===== config.mk =====
export PLATFORM = sky130hd
export DESIGN_NAME = imm_decode_stage_flat
export DESIGN_NICKNAME = d
export VERILOG_FILES = /design/src/rtl/imm_decode_stage_if.sv /design/src/rtl/imm_decode_stage.sv /design/src/flat_wrapper.sv
export SDC_FILE = /design/constraint.sdc
export NUM_CORES = 1
export LEC_CHECK = 0
export BUFFER_PORTS_ARGS = -buffer_cell sky130_fd_sc_hd__buf_2
export CAP_MARGIN = 0
export CORE_ASPECT_RATIO = 0.8
export CORE_MARGIN = 5
export CORE_UTILIZATION = 25
export CTS_BUF_LIST = sky130_fd_sc_hd__clkbuf_8
export CTS_CLUSTER_SIZE = 40
export DETAILED_ROUTE_END_ITERATION = 10
export HOLD_SLACK_MARGIN = 0.15
export SLEW_MARGIN = 20
export SYNTH_ARGS = -nofsm -noshare
export SYNTH_HDL_FRONTEND = slang
export SYNTH_SLANG_ARGS = --single-unit
export TNS_END_PERCENT = 20

===== constraint.sdc =====
create_clock -name clock -period 4.5 [get_ports clock]
set_input_delay 0.675 -clock clock [delete_from_list [all_inputs] [get_ports clock]]
set_output_delay 0.675 -clock clock [all_outputs]
set_load 0.05 [all_outputs]

===== src/rtl/imm_decode_stage_if.sv =====
// rtl/imm_decode_stage_if.sv - fetch-side and execute-side handshake bundle for imm_decode_stage
interface imm_decode_stage_if #(
  parameter int PC_W = 32
);
  logic            flush;
  logic            in_valid;
  logic            in_ready;
  logic [31:0]     in_insn;
  logic [PC_W-1:0] in_pc;
  logic            out_valid;
  logic            out_ready;
  logic [4:0]      out_opcode;
  logic [4:0]      out_rd;
  logic [4:0]      out_rs;
  logic [4:0]      out_rt;
  logic [4:0]      out_shamt;
  logic [4:0]      out_aluop;
  logic [16:0]     out_imm17;
  logic [26:0]     out_target;
  logic [1:0]      out_fmt;
  logic            out_illegal;
  logic [PC_W-1:0] out_pc;

  modport slave (
    input  flush, in_valid, in_insn, in_pc, out_ready,
    output in_ready, out_valid, out_opcode, out_rd, out_rs, out_rt, out_shamt,
           out_aluop, out_imm17, out_target, out_fmt, out_illegal, out_pc
  );

  modport master (
    output flush, in_valid, in_insn, in_pc, out_ready,
    input  in_ready, out_valid, out_opcode, out_rd, out_rs, out_rt, out_shamt,
           out_aluop, out_imm17, out_target, out_fmt, out_illegal, out_pc
  );
endinterface


===== src/rtl/imm_decode_stage.sv =====
// rtl/imm_decode_stage.sv - decode stage with registered output and one-entry skid buffer
module imm_decode_stage #(
  parameter int PC_W = 32
) (
  input  logic                 clock,
  input  logic                 reset,
  imm_decode_stage_if.slave    io
);
  logic            m_valid;
  logic [31:0]     m_insn;
  logic [PC_W-1:0] m_pc;
  logic [1:0]      m_fmt;
  logic            m_illegal;
  logic            s_valid;
  logic [31:0]     s_insn;
  logic [PC_W-1:0] s_pc;

  // {illegal, fmt}; unknown opcodes still flow, tagged illegal with fmt R
  function automatic logic [2:0] decode(input logic [4:0] op);
    logic [2:0] r;
    r = 3'b100;
    case (op)
      5'b00000: r = 3'b000;
      5'b00101, 5'b00111, 5'b01000, 5'b00010, 5'b00110: r = 3'b001;
      5'b00001, 5'b00011, 5'b10110, 5'b10101: r = 3'b010;
      5'b00100: r = 3'b011;
      default: r = 3'b100;
    endcase
    return r;
  endfunction

  logic [2:0] in_dec;
  logic [2:0] s_dec;
  logic       accept;

  assign in_dec = decode(io.in_insn[31:27]);
  assign s_dec  = decode(s_insn[31:27]);
  assign accept = io.in_valid & ~s_valid;

  always_ff @(posedge clock or posedge reset) begin
    if (reset) begin
      m_valid   <= 1'b0;
      m_insn    <= '0;
      m_pc      <= '0;
      m_fmt     <= '0;
      m_illegal <= 1'b0;
      s_valid   <= 1'b0;
      s_insn    <= '0;
      s_pc      <= '0;
    end else if (io.flush) begin
      m_valid <= 1'b0;
      s_valid <= 1'b0;
    end else if (s_valid) begin
      // skid full implies M full; fetch is blocked until S drains into M
      if (io.out_ready) begin
        m_insn    <= s_insn;
        m_pc      <= s_pc;
        m_fmt     <= s_dec[1:0];
        m_illegal <= s_dec[2];
        s_valid   <= 1'b0;
      end
    end else if (accept) begin
      if (!m_valid || io.out_ready) begin
        m_valid   <= 1'b1;
        m_insn    <= io.in_insn;
        m_pc      <= io.in_pc;
        m_fmt     <= in_dec[1:0];
        m_illegal <= in_dec[2];
      end else begin
        s_valid <= 1'b1;
        s_insn  <= io.in_insn;
        s_pc    <= io.in_pc;
      end
    end else if (io.out_ready) begin
      m_valid <= 1'b0;
    end
  end

  // in_ready comes straight from a flop, so out_ready never reaches fetch combinationally
  assign io.in_ready    = ~s_valid;
  assign io.out_valid   = m_valid;
  assign io.out_opcode  = m_insn[31:27];
  assign io.out_rd      = m_insn[26:22];
  assign io.out_rs      = m_insn[21:17];
  assign io.out_rt      = m_insn[16:12];
  assign io.out_shamt   = m_insn[11:7];
  assign io.out_aluop   = m_insn[6:2];
  assign io.out_imm17   = m_insn[16:0];
  assign io.out_target  = m_insn[26:0];
  assign io.out_fmt     = m_fmt;
  assign io.out_illegal = m_illegal;
  assign io.out_pc      = m_pc;
endmodule

===== src/flat_wrapper.sv =====
// flat-port wrapper written by rule: the top's interface ports become plain ports
module imm_decode_stage_flat 
#(
  parameter int PC_W = 32
)
  (clock, reset, io_flush, io_in_valid, io_in_insn, io_in_pc, io_out_ready, io_in_ready, io_out_valid, io_out_opcode, io_out_rd, io_out_rs, io_out_rt, io_out_shamt, io_out_aluop, io_out_imm17, io_out_target, io_out_fmt, io_out_illegal, io_out_pc);
  imm_decode_stage_if #(.PC_W(PC_W)) io_i ();
  input  logic clock;
  input  logic reset;
  input wire logic [$bits(io_i.flush)-1:0] io_flush;
  input wire logic [$bits(io_i.in_valid)-1:0] io_in_valid;
  input wire logic [$bits(io_i.in_insn)-1:0] io_in_insn;
  input wire logic [$bits(io_i.in_pc)-1:0] io_in_pc;
  input wire logic [$bits(io_i.out_ready)-1:0] io_out_ready;
  output wire logic [$bits(io_i.in_ready)-1:0] io_in_ready;
  output wire logic [$bits(io_i.out_valid)-1:0] io_out_valid;
  output wire logic [$bits(io_i.out_opcode)-1:0] io_out_opcode;
  output wire logic [$bits(io_i.out_rd)-1:0] io_out_rd;
  output wire logic [$bits(io_i.out_rs)-1:0] io_out_rs;
  output wire logic [$bits(io_i.out_rt)-1:0] io_out_rt;
  output wire logic [$bits(io_i.out_shamt)-1:0] io_out_shamt;
  output wire logic [$bits(io_i.out_aluop)-1:0] io_out_aluop;
  output wire logic [$bits(io_i.out_imm17)-1:0] io_out_imm17;
  output wire logic [$bits(io_i.out_target)-1:0] io_out_target;
  output wire logic [$bits(io_i.out_fmt)-1:0] io_out_fmt;
  output wire logic [$bits(io_i.out_illegal)-1:0] io_out_illegal;
  output wire logic [$bits(io_i.out_pc)-1:0] io_out_pc;
  assign io_i.flush = io_flush;
  assign io_i.in_valid = io_in_valid;
  assign io_i.in_insn = io_in_insn;
  assign io_i.in_pc = io_in_pc;
  assign io_i.out_ready = io_out_ready;
  assign io_in_ready = io_i.in_ready;
  assign io_out_valid = io_i.out_valid;
  assign io_out_opcode = io_i.out_opcode;
  assign io_out_rd = io_i.out_rd;
  assign io_out_rs = io_i.out_rs;
  assign io_out_rt = io_i.out_rt;
  assign io_out_shamt = io_i.out_shamt;
  assign io_out_aluop = io_i.out_aluop;
  assign io_out_imm17 = io_i.out_imm17;
  assign io_out_target = io_i.out_target;
  assign io_out_fmt = io_i.out_fmt;
  assign io_out_illegal = io_i.out_illegal;
  assign io_out_pc = io_i.out_pc;
  imm_decode_stage #(.PC_W(PC_W)) u_core (.clock(clock), .reset(reset), .io(io_i));
endmodule

# Yosys cells after proc, flatten, opt, wreduce, memory -nomap -nowiden
# Memories as Yosys holds them, arrays and structs flattened.
# Cells that the tools add are included.
[word_totals] input_bits=69 out_inout_bits=111 wordCells=51 mem_count=2 rom_bits=192 register_bits=133
[mem_list] memory="(no name shown)" words=32 word_bits=3 rd=1 rd_ports_with_merged_regs=0 wr=0 line_no="imm_decode_stage.sv:22" rtl="case (op)"
[mem_list] memory="(no name shown)" words=32 word_bits=3 rd=1 rd_ports_with_merged_regs=0 wr=0 line_no="imm_decode_stage.sv:22"
[classes] eq_ne=3 n_reduce_logical=8 muxes=26 bitwise=4
[ops] operator="2-to-1 mux 32 bit" count=8
[ops] operator="2-to-1 mux 1 bit" count=14
[ops] operator="2-to-1 mux 2 bit" count=4
[ops] operator="AND reduction 4 bit" count=2
[ops] operator="inequality test 2 bit (second input constant)" count=2
[ops] operator="nonzero test 2 bit" count=2
[ops] operator="inequality test 3 bit (second input constant)" count=1
[ops] operator="NOT 1 bit" count=3
[ops] operator="AND reduction 3 bit" count=1
[ops] operator="nonzero test 3 bit" count=1
[ops] operator="bitwise AND 1 bit" count=1
[ops] operator="zero test 1 bit" count=1
[ops] operator="logical OR 1 bit" count=1

# Logic depth before layout (Yosys ltp)
# Gate-level depths: netlist of run 1.
[logic_depth] word_depth=6 ltp_mapped=7 ltp_nobuf=6

# Least setup slack after synthesis of run 1
# Ideal clock, no wire load.
[synth_path] kind="reg-to-reg" from="register u_core.s_valid" to="register u_core.s_pc[11]" n_path_buf=3 setup_ps=125 required_time_ps=4375 t_arrival_ps=1794 period_less_slack_ps=1918 path_stages_with_launch=7 path_slack_ps=2582 cell_sequence="dfrtp_1 > buf_2 > inv_1 > nand4_1 > buf_2 > buf_2 > mux2_2"
[synth_between] elab_chain_len=3
[synth_lines] item="from (decl)" line_no="imm_decode_stage.sv:14" rtl="logic s_valid;"
[synth_lines] item="from (signal assigned)" line_no="imm_decode_stage.sv:47" rtl="s_valid <= 1'b0;"
[synth_lines] item="from (signal assigned)" line_no="imm_decode_stage.sv:52" rtl="s_valid <= 1'b0;"
[synth_lines] item="from (signal assigned)" line_no="imm_decode_stage.sv:60" rtl="s_valid <= 1'b0;"
[synth_lines] item="NOT 1 bit (no source line) *"
[synth_lines] item="net io_in_ready" line_no="flat_wrapper.sv:15" rtl="output wire logic [$bits(io_i.in_ready)-1:0] io_in_ready;"
[synth_lines] item="bitwise AND 1 bit" line_no="imm_decode_stage.sv:38" rtl="assign accept = io.in_valid & ~s_valid;"
[synth_lines] item="AND reduction 4 bit (no source line) *"
[synth_lines] item="to (signal assigned)" line_no="imm_decode_stage.sv:72" rtl="s_pc <= io.in_pc;"
[synth_lines] item="to (decl)" line_no="imm_decode_stage.sv:16" rtl="logic [PC_W-1:0] s_pc;"
# The timed path passes the listed nets; every way through them passes the cells marked *.
# A chain may end at the register's enable or synchronous reset.

# Final worst setup path of run 1
[layout_path] from="register u_core.s_valid" to="register u_core.m_pc[17], in the netlist u_core.io.out_pc[17]"
[layout_between] elab_chain_len=4 elab_cells_between_ends=7 classes_between="eq/ne: 1; mux: 1; bitwise: 2; reduce/logical: 3"
[layout_lines] item="NOT 1 bit (no source line)"
[layout_lines] item="bitwise AND 1 bit" line_no="imm_decode_stage.sv:38"
[layout_lines] item="nonzero test 2 bit (no source line)"
[layout_lines] item="AND reduction 4 bit (no source line)"
[layout_lines] item="to (signal assigned)" line_no="imm_decode_stage.sv:57" rtl="m_pc <= s_pc;"
[layout_lines] item="to (signal assigned)" line_no="imm_decode_stage.sv:66" rtl="m_pc <= io.in_pc;"
[layout_lines] item="to (decl)" line_no="imm_decode_stage.sv:11" rtl="logic [PC_W-1:0] m_pc;"
# Parallel ways exist; a longest one is shown, timed or not.

==> metrics, run 1 <==
core area 23,500 um2; Post-CTS Setup Inserts 0; DRT met1 WL 6850 um; Critical Path Slowest Stage Cell dfrtp_4; Power Total 3.84 mW; cell total after placement 940; number of cell rows 50; Setup Skew 11.6 ps; Hold Path Class input port to asynchronous set/reset pin; Static Leak 3.23 nW; layout cells sized above 1 42.2%; vias in the first global route 4,372; first-pass GRT wire length 24,000 um; Layout fillers 2,490; Synth Net Count 585; die height 148 um; status finished, final reports clean; post-CTS resize count 0; initial antenna violation count 4; crit-path leading delay family compound AO/OA/AOI/OAI gates; Inserted Clock Buffers 17; Critical Path Sink Type flip-flop; Max Slew Vio Count 0; Distinct cells, synth 27; largest net degree at the start of global routing 70; CTS sink cnt 133; clk slew on worst S/H paths 80 ps; # diodes 0; Vias per Instance 4.32; die width 183 um; Worst Setup Start Kind flip-flop; MaxCap Viol Count 0; Syn. warnings 0; Yosys reg bits 133; I/O Pins 180; crit path max fanout 48; Final Setup Violations 0; Tot GR Track Use 11.2%; starting density of the core 25.5%; DRT Wirelength 14,700 um; Max Freq 0.393 GHz; min Tclk post-route 2540 ps; Root Driver clkbuf_8; Layout area overhead 21.9%; synthesized cell area 5990 um2; crit path buf inv count 1; # H-tree levels 4; cell area power density 525 nW/um2; CTS max path bufs 2; RD Place Congestion 0.764; Critical Path RT 4860 ps; Die ar. 27,200 um2; # port buffers 179; post-route ant nets 0; drt drc 0; wire length on met3 1470 um; Worst Setup Path Type flip-flop to flip-flop; final period utilization 56.5%; highest metal used met5; placed wire-length estimate 10,200 um; clock latency on the worst-skew pair 430 ps; maximum vdd drop 0.000180 V; flop2flop setup slack 1960 ps; Routed WL per cell 15.2 um; grt ovf 0; vias 4,196; Syn Inst Count 512; crit-path cells or2_1, a211oi_4, buf_4, nor2_1, a21oi_1; Worst Max-Slew Pin Slew 799 ps; First-pass DRT Iterations 4; Worst Path Arrival 2900 ps; total negative slack 0 ps; Mean Syn Cell Area 11.7 um2; RSZ-0062 raised after global routing no; CTS tree done; Final Hold Fails 0; Worst path max stage delay 690 ps; Seq/Total Area, Yosys 55.6%; Post-CTS Hold Fix Bufs 0; DR WL met2 6220 um; post-route insts no fill 971; slew margin rel. 46.8%; DRT iter0 DRCs 209; number of nets in the layout 720
## cell usage after synthesis
master,number,area [um2]
a211oi_2,1,12.5
o221ai_1,1,8.76
and3_1,1,6.26
buf_2,20,100
mux2i_1,65,651
nor3_1,2,10.0
nand2b_1,3,18.8
nand2_1,8,30.0
a2111o_1,1,11.3
or2_1,1,6.26
buf_1,4,15.0
o21a_1,1,7.51
nand4_1,1,6.26
buf_4,42,315
inv_1,9,33.8
nor2_1,68,255
o21ai_0,5,25.0
or4_1,1,7.51
a21boi_0,1,7.51
dfrtp_1,133,3330
mux2_2,61,687
o22ai_1,1,6.26
ha_1,4,50.1
a2111oi_0,1,8.76
a31oi_1,2,12.5
a21oi_1,70,350
clkbuf_1,5,18.8
## layer usage
metal	track usage (%)	up-vias
li1	-	2007
met1	15.0	1997
met2	16.4	164
met3	4.99	20
met4	2.90	8
met5	0	-
## registers in the layout (all words and copies together), names as in the netlist
signal / flops
u_core.io.out_pc: 32
u_core.io.out_fmt: 2
u_core.m_insn: 32
u_core.s_pc: 32
u_core.io.out_valid: 1
u_core.io.out_illegal: 1
u_core.s_insn: 32
u_core.s_valid: 1
## logic make-up after synthesis
logic type | Yosys count | synth area share, %
muxes | 126 | 22.3
buffers and inverters | 80 | 8.06
adders and majority gates | 4 | 0.836
AOI/OAI and AO/OA | 84 | 7.52
and+or+nand+nor | 85 | 5.68
DFF | 133 | 55.6
## metrics by stage
stage	hold WS, ps	util [%]	instance area [um2]	setup slack, ps
finish	331	31.0	7300	1960
global route	340	31.0	7300	1720
detailed placement	481	29.4	6920	1950
global placement	477	29.4	6920	2010
CTS	326	31.0	7300	1910
floorplan	479	-	5990	271
## final timing paths
path	cells after the start	end	start
max	5	u_core.io.out_pc[17]$_DFFE_PP0P_	u_core.s_valid$_DFF_PP0_
min	2	u_core.s_pc[23]$_DFFE_PP0P_	reset
max reg2reg	5	u_core.io.out_pc[17]$_DFFE_PP0P_	u_core.s_valid$_DFF_PP0_
min reg2reg	1	u_core.io.out_illegal$_DFFE_PP0P_	u_core.io.out_illegal$_DFFE_PP0P_
max in group asynchronous	3	u_core.io.out_fmt[1]$_DFFE_PP0P_	reset
min in group clock	2	u_core.s_pc[1]$_DFFE_PP0P_	io_in_pc[1]
## where the power goes
part | leakage (nW) | total (mW) | switching (mW) | internal, mW
Sequential | 1.55 | 1.61 | 0.159 | 1.45
Clock | 0.206 | 1.00 | 0.475 | 0.527
Combinational | 1.48 | 1.23 | 0.886 | 0.341
## layout by cell type (no fill, tap or decap), drive strengths merged, types with 2 or more instances in the layout
| cell type | count |
|---|---|
| a21oi | 70 |
| a31oi | 2 |
| buf | 187 |
| bufinv | 2 |
| clkbuf | 20 |
| clkinv | 3 |
| clkinvlp | 2 |
| dfrtp | 133 |
| ha | 4 |
| inv | 13 |
| mux2 | 61 |
| mux2i | 65 |
| nand2 | 8 |
| nand2b | 3 |
| nor2 | 68 |
| nor3 | 2 |
| o21ai | 5 |
## area by class of cell
cell class	count	area, um2	area share (%)
flip-flops and latches	133	3330	45.6
multi-input cells	299	2190	29.9
repair buffers	187	968	13.3
well taps	312	390	5.35
clock buffers	20	275	3.77
clock inverters	11	113	1.54
inverters	9	38.8	0.531
## worst register-to-register path, cell delays in order (launching register included)
cell	delay [ps]
dfrtp_4	690
or2_1	340
a211oi_4	630
buf_4	540
nor2_1	120
a21oi_1	150
Note: power is estimated with default switching activity, not from simulation.
==> inputs of run 2 (changes only) <==
==> constraint.sdc (replaced) <==
create_clock -name clock -period 2.3 [get_ports clock]
set_input_delay 0.345 -clock clock [delete_from_list [all_inputs] [get_ports clock]]
set_output_delay 0.345 -clock clock [all_outputs]
set_load 0.05 [all_outputs]
==> run 2 against run 1 <==
Design area rose by 11%. Clock skew rose by 0.83 ps. Worst hold slack worse by 130 ps. Highest routed layer is now met4.
==> metrics, run 2 (synthesis results as in run 1) <==
number of cell rows 50; Layout area overhead 35.9%; post-route insts no fill 1,043; Critical Path RT 2660 ps; DRT iter0 DRCs 241; Worst Max-Slew Pin Slew 654 ps; commonest cells after routing, fill and taps aside buf_2, dfrtp_1, a21oi_1, nor2_1, mux2i_1; initial antenna violation count 0; reg2reg path depth 6; # diodes 0; hold depth 4; Cell Area, Placed 7050 um2; Die ar. 27,200 um2; Layout fillers 2,361; Root Driver clkbuf_8; pre-CTS WS 409 ps; Worst Path Arrival 2270 ps; Tot GR Track Use 11.2%; reg2reg end u_core.io.out_pc[4]$_DFFE_PP0P_; Inserted Clock Buffers 17; flop2flop setup slack 390 ps; DR WL met2 6640 um; crit path max fanout 42; I/O Pins 180; First-pass DRT Iterations 4; number of nets in the layout 792; slew margin rel. 56.3%; CTS max path bufs 2; grt ovf 0; # H-tree levels 4; MaxCap Viol Count 0; final period utilization 83.1%; Critical Path Sink Type flip-flop; Worst Setup Start Kind flip-flop; final instance area 8140 um2; layout cells sized above 1 39.7%; DRT met1 WL 6790 um; placed wire-length estimate 10,200 um; cell area power density 980 nW/um2; drt drc 0; first-pass GRT wire length 24,300 um; Critical R2R Launch u_core.s_valid$_DFF_PP0_; hold_ws 197 ps; status finished, final reports clean; RD Place Congestion 0.738; CTS sink cnt 133; largest net degree at the start of global routing 47; die height 148 um; cell total after placement 950; hold endpoint u_core.s_valid$_DFF_PP0_; min Tclk post-route 1910 ps; Final Setup Violations 0; Worst Setup Path Type flip-flop to flip-flop; Final Hold Fails 0; Max Freq 0.523 GHz; fin worst setup slack 388 ps; DRT Wirelength 14,700 um; post-CTS resize count 0; post-route ant nets 0; Power Total 7.98 mW; final core utilization 34.6%; vias in the first global route 4,553; core area 23,500 um2; RSZ-0062 raised after global routing no; Setup Skew 12.4 ps; commonest non-fill, non-tap cell in the layout buf_2; maximum vdd drop 0.000437 V; Vias per Instance 4.24; Max Slew Vio Count 0; # port buffers 179; starting density of the core 25.5%; Hold Path Class input port to flip-flop; CTS tree done; clk slew on worst S/H paths 80 ps; Routed WL per cell 14.1 um; hold path start io_out_ready; die width 183 um; total negative slack 0 ps; vias 4,421; clock latency on the worst-skew pair 430 ps; wire length on met3 1210 um; highest metal used met4; Static Leak 3.59 nW
[run 2: cell types whose count changed in the layout (fill, tap and decap cells not counted), sizes merged]
cell         delta
dlygate4sd3    +62
buf            +10
bufinv          +3
inv             -3
clkbuf          +1
clkinv          -1
[run 2: power breakdown]
group          total (mW)  internal (mW)  switching, mW
Combinational        2.51          0.759           1.76
Sequential           3.15           2.84          0.309
Clock                2.32           1.40          0.920
[run 2: worst max-delay path by stage]
| stage | to | slack, ps | from | depth (start not counted) |
|---|---|---|---|---|
| after floorplan | u_core.io.out_fmt[0]$_DFFE_PP0P_ | 300 | reset | 1 |
| after global placement | u_core.m_insn[29]$_DFFE_PP0P_ | 450 | u_core.s_valid$_DFF_PP0_ | 6 |
| after detailed placement | u_core.io.out_pc[4]$_DFFE_PP0P_ | 410 | u_core.s_valid$_DFF_PP0_ | 6 |
| after CTS | u_core.io.out_pc[4]$_DFFE_PP0P_ | 380 | u_core.s_valid$_DFF_PP0_ | 6 |
| after global routing | u_core.io.out_pc[10]$_DFFE_PP0P_ | 290 | u_core.s_valid$_DFF_PP0_ | 6 |
| final | u_core.io.out_pc[4]$_DFFE_PP0P_ | 390 | u_core.s_valid$_DFF_PP0_ | 6 |
[run 2: metal layers]
layer | track usage, % | vias up
met3 | 3.99 | 7
met4 | 3.02 | 0
met1 | 14.9 | 2134
met5 | 0 | -
met2 | 17.3 | 142
li1 | - | 2138
[run 2: critical path: stages, from the launching register on]
cell,delay [ps]
dfrtp_4,520
or2_1,280
a211oi_4,360
buf_12,260
buf_4,210
nor2_1,50
a21oi_1,130
[run 2: area by class of cell]
type	instances	area, um2	area share, %
Inverter	9	37.5	0.461
Clock inverter	10	179	2.20
Multi-Input combinational cell	299	2190	26.9
Sequential cell	133	3330	40.9
Clock buffer	21	289	3.55
Tap cell	312	390	4.80
Timing Repair Buffer	259	1730	21.2
[run 2: repair_timing]
action	CTS	global route
buffers inserted	0	0
hold endpoints to repair	80	0
hold buffers	62	0
